`src/rtl/seven_seg_scan_if.sv`:
```
// rtl/seven_seg_scan_if.sv - digit load / display drive bundle for seven_seg_scan_ctrl
//
// Purpose: groups the digit-load handshake and the registered display outputs.
// Signals:
//   digit_data  4*NUM_DIGITS  digit i = digit_data[4i+3:4i], digit 0 rightmost
//   load        1             one-cycle strobe, capture digit_data into staging
//   blank_mask  NUM_DIGITS    1 = keep that digit's anode off
//   dec_nibble  4             nibble to the shared decoder {z,y,x,w}
//   digit_en_n  NUM_DIGITS    active-low anode enables
//   frame_tick  1             one-cycle pulse at each frame boundary
//   update_ack  1             one-cycle pulse when staged data reaches the display
// master = data source / display observer, slave = scan controller.
interface seven_seg_scan_if #(
    parameter int NUM_DIGITS = 4
);
    logic [4*NUM_DIGITS-1:0] digit_data;
    logic                    load;
    logic [NUM_DIGITS-1:0]   blank_mask;
    logic [3:0]              dec_nibble;
    logic [NUM_DIGITS-1:0]   digit_en_n;
    logic                    frame_tick;
    logic                    update_ack;

    modport master (
        output digit_data, load, blank_mask,
        input  dec_nibble, digit_en_n, frame_tick, update_ack
    );

    modport slave (
        input  digit_data, load, blank_mask,
        output dec_nibble, digit_en_n, frame_tick, update_ack
    );
endinterface

```
`src/rtl/seven_seg_scan_ctrl.sv`:
```
// rtl/seven_seg_scan_ctrl.sv - multiplexed seven-segment scan controller with frame-synchronous double buffering
//
// Purpose: scans NUM_DIGITS common-anode digits through one shared hex decoder,
// with a blanking gap between digits and a staging/shadow pair so new codes only
// appear at a frame boundary.
// Ports:
//   clk    in   system clock, rising edge
//   reset  in   synchronous, active-high
//   bus    seven_seg_scan_if.slave (digit_data/load/blank_mask in;
//          dec_nibble/digit_en_n/frame_tick/update_ack out, all registered)
module seven_seg_scan_ctrl #(
    parameter int NUM_DIGITS   = 4,
    parameter int REFRESH_DIV  = 50000,
    parameter int BLANK_CYCLES = 16
) (
    input  logic              clk,
    input  logic              reset,
    seven_seg_scan_if.slave   bus
);
    localparam int CNT_MAX = (REFRESH_DIV > BLANK_CYCLES) ? REFRESH_DIV : BLANK_CYCLES;
    localparam int CW      = (CNT_MAX > 1) ? $clog2(CNT_MAX) : 1;
    localparam int IW      = $clog2(NUM_DIGITS);
    localparam int DW      = 4 * NUM_DIGITS;

    typedef enum logic {ST_BLANK, ST_SHOW} state_t;

    state_t                state;
    logic [CW-1:0]         cnt;
    logic [IW-1:0]         idx;
    logic [DW-1:0]         staging;
    logic [DW-1:0]         shadow;
    logic                  pending;
    logic [3:0]            dec_nibble_q;
    logic [NUM_DIGITS-1:0] digit_en_q;
    logic                  frame_tick_q;
    logic                  update_ack_q;

    logic                  blank_done;
    logic                  show_done;
    logic                  last_digit;
    logic [IW-1:0]         idx_inc;
    logic [NUM_DIGITS-1:0] idx_sel;
    logic [NUM_DIGITS-1:0] show_en_n;
    logic [3:0]            cur_nib;
    logic [3:0]            next_nib;

    assign blank_done = (cnt == CW'(BLANK_CYCLES - 1));
    assign show_done  = (cnt == CW'(REFRESH_DIV - 1));
    assign last_digit = (idx == IW'(NUM_DIGITS - 1));
    assign idx_inc    = last_digit ? '0 : idx + 1'b1;
    assign idx_sel    = {{(NUM_DIGITS-1){1'b0}}, 1'b1} << idx;
    // Anode pattern for the current digit; blank_mask is taken live so a mask
    // change lands on the very next edge.
    assign show_en_n  = ~(idx_sel & ~bus.blank_mask);
    assign cur_nib    = shadow[{idx, 2'b00} +: 4];
    assign next_nib   = shadow[{idx_inc, 2'b00} +: 4];

    always_ff @(posedge clk) begin
        if (reset) begin
            state        <= ST_BLANK;
            cnt          <= '0;
            idx          <= '0;
            staging      <= '0;
            shadow       <= '0;
            pending      <= 1'b0;
            dec_nibble_q <= 4'h0;
            digit_en_q   <= '1;
            frame_tick_q <= 1'b0;
            update_ack_q <= 1'b0;
        end else begin
            frame_tick_q <= 1'b0;
            update_ack_q <= 1'b0;

            if (bus.load) begin
                staging <= bus.digit_data;
                pending <= 1'b1;
            end

            case (state)
                ST_BLANK: begin
                    // Decoder input is already valid here so segments settle
                    // before the anode turns on.
                    dec_nibble_q <= cur_nib;
                    if (blank_done) begin
                        state      <= ST_SHOW;
                        cnt        <= '0;
                        digit_en_q <= show_en_n;
                    end else begin
                        cnt        <= cnt + 1'b1;
                        digit_en_q <= '1;
                    end
                end
                ST_SHOW: begin
                    if (show_done) begin
                        state        <= ST_BLANK;
                        cnt          <= '0;
                        idx          <= idx_inc;
                        digit_en_q   <= '1;
                        dec_nibble_q <= next_nib;
                        if (last_digit) begin
                            frame_tick_q <= 1'b1;
                            // Shadow takes the staging value as it stood before
                            // this edge; a load on the same edge stays pending.
                            if (pending) begin
                                shadow       <= staging;
                                update_ack_q <= 1'b1;
                                dec_nibble_q <= staging[3:0];
                                if (!bus.load) begin
                                    pending <= 1'b0;
                                end
                            end
                        end
                    end else begin
                        cnt          <= cnt + 1'b1;
                        digit_en_q   <= show_en_n;
                        dec_nibble_q <= cur_nib;
                    end
                end
                default: state <= ST_BLANK;
            endcase
        end
    end

    assign bus.dec_nibble = dec_nibble_q;
    assign bus.digit_en_n = digit_en_q;
    assign bus.frame_tick = frame_tick_q;
    assign bus.update_ack = update_ack_q;
endmodule
```
`src/flat_wrapper.sv`:
```
// flat-port wrapper written by rule: the top's interface ports become plain ports
module seven_seg_scan_ctrl_flat 
#(
    parameter int NUM_DIGITS   = 4,
    parameter int REFRESH_DIV  = 50000,
    parameter int BLANK_CYCLES = 16
)
  (clk, reset, bus_digit_data, bus_load, bus_blank_mask, bus_dec_nibble, bus_digit_en_n, bus_frame_tick, bus_update_ack);
  seven_seg_scan_if #(.NUM_DIGITS(NUM_DIGITS)) bus_i ();
  input  logic clk;
  input  logic reset;
  input wire logic [$bits(bus_i.digit_data)-1:0] bus_digit_data;
  input wire logic [$bits(bus_i.load)-1:0] bus_load;
  input wire logic [$bits(bus_i.blank_mask)-1:0] bus_blank_mask;
  output wire logic [$bits(bus_i.dec_nibble)-1:0] bus_dec_nibble;
  output wire logic [$bits(bus_i.digit_en_n)-1:0] bus_digit_en_n;
  output wire logic [$bits(bus_i.frame_tick)-1:0] bus_frame_tick;
  output wire logic [$bits(bus_i.update_ack)-1:0] bus_update_ack;
  assign bus_i.digit_data = bus_digit_data;
  assign bus_i.load = bus_load;
  assign bus_i.blank_mask = bus_blank_mask;
  assign bus_dec_nibble = bus_i.dec_nibble;
  assign bus_digit_en_n = bus_i.digit_en_n;
  assign bus_frame_tick = bus_i.frame_tick;
  assign bus_update_ack = bus_i.update_ack;
  seven_seg_scan_ctrl #(.NUM_DIGITS(NUM_DIGITS), .REFRESH_DIV(REFRESH_DIV), .BLANK_CYCLES(BLANK_CYCLES)) u_core (.clk(clk), .reset(reset), .bus(bus_i));
endmodule
```
`config.mk`:
```
export PLATFORM = sky130hd
export DESIGN_NAME = seven_seg_scan_ctrl_flat
export DESIGN_NICKNAME = d
export VERILOG_FILES = /design/src/rtl/seven_seg_scan_if.sv /design/src/rtl/seven_seg_scan_ctrl.sv /design/src/flat_wrapper.sv
export SDC_FILE = /design/constraint.sdc
export NUM_CORES = 1
export LEC_CHECK = 0
export ABC_CLOCK_PERIOD_IN_PS = 2500
export CAP_MARGIN = 5
export CORE_UTILIZATION = 45
export DETAILED_ROUTE_END_ITERATION = 12
export PLACE_DENSITY = 0.77
export SYNTH_ARGS = -nofsm -noshare
export SYNTH_HDL_FRONTEND = slang
export SYNTH_SLANG_ARGS = --single-unit
```
`constraint.sdc`:
```
create_clock -name clk -period 2.5 [get_ports clk]
set_input_delay 0.75 -clock clk [delete_from_list [all_inputs] [get_ports clk]]
set_output_delay 0.75 -clock clk [all_outputs]
set_load 0.1 [all_outputs]
```
==> load_flow_metrics.sql <==
INSERT INTO impl_metrics (metric_group, metric, value, unit) VALUES
('status', 'status', 'finished clean', ''),
('worst_setup_path', 'worst-endpoint-required', '2.70', 'ns'),
('yosys', 'syn_area', '0.00274', 'mm2'),
('clock_tree', 'cts_inserted_buffers', '9', ''),
('finish', 'mostFrequentLayoutCell', 'dfxtp_1', ''),
('min_path', 'hold_path_class', 'register to register', ''),
('yosys', 'ys_ff_latch', '62', ''),
('placement', 'place_congestion', '0.821', ''),
('placement', 'detailed_place_hpwl', '3890', 'um'),
('route', 'total_via_count_in_the_routed_design', '2303', ''),
('finish', 'syn2layout_area_growth', '22.4', '%'),
('global_routing', 'vias_in_the_first_global_route', '2098', ''),
('worst_setup_path', 'r2r-start', 'u_core.idx[0]', ''),
('floorplanning', 'std_cell_rows', '28', ''),
('yosys', 'synth.yosys.seq_area_share', '0.453', ''),
('finish', 'fraction_of_final_layout_cells_sized_beyond_drive_strength_1', '0.140', ''),
('worst_setup_path', 'worst-r2r-cell-count', '5', ''),
('worst_setup_path', 'arrival', '2.40', 'ns'),
('floorplanning', 'die_x', '80.0', 'um'),
('finish', 'diodes', '0', ''),
('worst_setup_path', 'timing.critical_path.max_delay_family', 'simple AND/OR/NAND/NOR gates', ''),
('floorplanning', 'die_y', '80.0', 'um'),
('yosys', 'largest_cells_by_area_after_synthesis', 'dfxtp_1 (45%), mux2i_1 (7.3%), mux4_2 (4.9%)', ''),
('power', 'vdd_ir_drop_max', '0.377', 'mV'),
('worst_setup_path', 'max_fanout_on_critical_path', '16', ''),
('power', 'power_per_cell_area', '659', 'mW/mm2'),
('global_routing', 'first_pass_grt_wire_length', '9790', 'um'),
('yosys', 'synth.largest_area_cell', 'dfxtp_1', ''),
('clock_tree', 'clock_path_buffers', '2', ''),
('yosys', 'postSynthAreaPerCell', '9.22', 'um2'),
('yosys', 'ys_async_sr_fraction', '0', ''),
('floorplanning', 'io-pin-count', '33', ''),
('worst_setup_path', 'timing.critical_path.from', 'u_core.idx[0]', ''),
('worst_setup_path', 'largest_stage_delay_on_the_critical_path', '0.57', 'ns'),
('route', 'drt-pass1-iter-count', '4', ''),
('global_routing', 'antenna_found_initial', '0', ''),
('worst_setup_path', 'critPathKind', 'register to register', ''),
('worst_setup_path', 'critical-path-slowest-cell', 'dfxtp_1', ''),
('clock_tree', 'total_number_of_h_tree_levels', '3', ''),
('floorplanning', 'initial_utilization', '0.465', ''),
('timing', 'worst_slack', '0.299', 'ns'),
('yosys', 'yosys.area.top_type_share', '0.453', ''),
('timing', 'rsz0062_at_grt', 'false', ''),
('timing', 'max_freq', '0.454', 'GHz'),
('timing', 'final_period_minus_worst_setup_slack', '2.20', 'ns'),
('timing', 'slew_violations', '0', ''),
('timing', 'worstMarginPinSlew', '0.627', 'ns'),
('finish', 'nFillCells', '504', ''),
('timing', 'final_hold_viol_count', '0', ''),
('yosys', 'number_of_flops_mapped_to_enable_cells_by_yosys', '0', ''),
('power', 'p_leak', '0.00120', 'uW'),
('finish', 'commonest_cells_after_routing_fill_and_taps_aside', 'dfxtp_1 (62), nor2_1 (26), a21oi_1 (23)', ''),
('route', 'final_antenna_net_count', '0', ''),
('clock_tree', 'worst_setup_hold_path_clk_slew', '0.07', 'ns'),
('worst_setup_path', 'worstSetupStartpointType', 'register', ''),
('clock_tree', 'post_cts.resized_instances', '0', ''),
('clock_tree', 'clock_latency', '0.34', 'ns'),
('route', 'remaining_drc_errors', '0', ''),
('clock_tree', 'cts-hold-fix-buffers', '0', ''),
('yosys', 'ys.warnings.count', '0', ''),
('global_routing', 'grt_overflow_total', '0', ''),
('timing', 'finalSetupViolCount', '0', ''),
('worst_setup_path', 'crit-reg2reg-capture', 'u_core.shadow[14]', ''),
('clock_tree', 'clk_root_buffer_cell', 'clkbuf_8', ''),
('floorplanning', 'fp.coreArea', '0.00589', 'mm2'),
('placement', 'buffer_ports.inserted', '32', ''),
('clock_tree', 'post_cts_setup_buffer_count', '0', ''),
('job', 'max-cap-violations', '0', ''),
('worst_setup_path', 'setup.reg_to_reg.worst_slack', '0.30', 'ns'),
('route', 'wire_per_inst', '14.5', 'um'),
('yosys', 'synth-main-ff-cell', 'dfxtp_1', '');
Yosys cell counts (2+ instances only):
| cell type | instances |
|---|---|
| dfxtp_1 | 62 |
| nor2_1 | 26 |
| a21oi_1 | 23 |
| clkbuf_1 | 21 |
| mux2i_1 | 20 |
| nand4_1 | 19 |
| o21ai_0 | 19 |
| nor3_1 | 18 |
| nand2_1 | 12 |
| xnor2_1 | 10 |
| nand3_1 | 8 |
| inv_1 | 6 |
| mux4_2 | 6 |
| a311oi_1 | 5 |
| ha_1 | 5 |
| nor4_1 | 5 |
| buf_2 | 4 |
| o211ai_1 | 4 |
| and3_1 | 3 |
| a211oi_1 | 2 |
| a2bb2oi_1 | 2 |
| nor3b_1 | 2 |
| or3_1 | 2 |
| xor2_1 | 2 |
where the power goes:
part	switching, uW	internal (uW)	total [uW]
clock network	374	718	1090
logic	39.8	54.7	94.5
registers	13.5	1010	1020
worst register-to-register path, stage by stage, from the launching register on:
cell and delay, ns:
dfxtp_1 0.57, ha_1 0.33, and2_1 0.21, nand4_1 0.48
o21ai_0 0.37, a21oi_1 0.10
through the flow:
step / instances / instance area [um2] / util / hold WS (ns) / total power (uW)
2_1_floorplan: 297 / 2740 / - / 0.433 / 1090
5_1_grt: 404 / 3350 / 0.570 / 0.475 / 2270
3_5_place_dp: 388 / 3100 / 0.527 / 0.452 / 1140
6_report: 404 / 3350 / 0.570 / 0.462 / 2210
3_3_place_gp: 388 / 3100 / 0.527 / 0.451 / 1140
4_1_cts: 404 / 3350 / 0.570 / 0.463 / 2220
routing by layer:
layer | share of wire | wire, um | GRT usage | up-vias
met3 | 0.043 | 249 | 0.0309 | 7
li1 | - | - | - | 1139
met1 | 0.47 | 2740 | 0.254 | 1104
met4 | 0.018 | 103 | 0.121 | 0
met2 | 0.47 | 2760 | 0.319 | 53
met5 | 0 | 0 | 0 | -
final cells by class:
type,count,area [um2],area share
multi-input combinational,204,1380,0.410
clock buffer,13,159,0.0474
timing repair buffer,41,370,0.110
clock inverter,3,90.1,0.0269
sequential,62,1240,0.370
inverter,6,22.5,0.00672
tap,75,93.8,0.0280
cells by family after synthesis:
kind of cell | share of synthesized area
AO/OA/AOI/OAI | 0.124
XOR/XNOR | 0.0384
AND/OR/NAND/NOR | 0.195
multiplexers | 0.122
buffers and inverters | 0.0443
adder cells (fa/ha/maj) | 0.0228
flip-flops | 0.453
sequential cells by signal, indices dropped and copies added, names as in the netlist:
signal and cells:
u_core.staging 16, u_core.pending 1, u_core.shadow 16, u_core.cnt 16, u_core.idx 2, u_core.bus.digit_en_n 4, u_core.bus.frame_tick 1, u_core.bus.update_ack 1
u_core.bus.dec_nibble 4, u_core.state 1
worst min-delay path by stage:
stage / from / to / slack, ns / cells past startpoint
finish: u_core.cnt[0] / u_core.cnt[0] / 0.46 / 1
global route: u_core.cnt[0] / u_core.cnt[0] / 0.48 / 1
CTS: u_core.cnt[0] / u_core.cnt[0] / 0.46 / 1
detailed placement: u_core.cnt[0] / u_core.cnt[0] / 0.45 / 1
global placement: u_core.cnt[0] / u_core.cnt[0] / 0.45 / 1
floorplan: u_core.cnt[0] / u_core.cnt[0] / 0.43 / 1
Power figures use the tool's default switching activity.
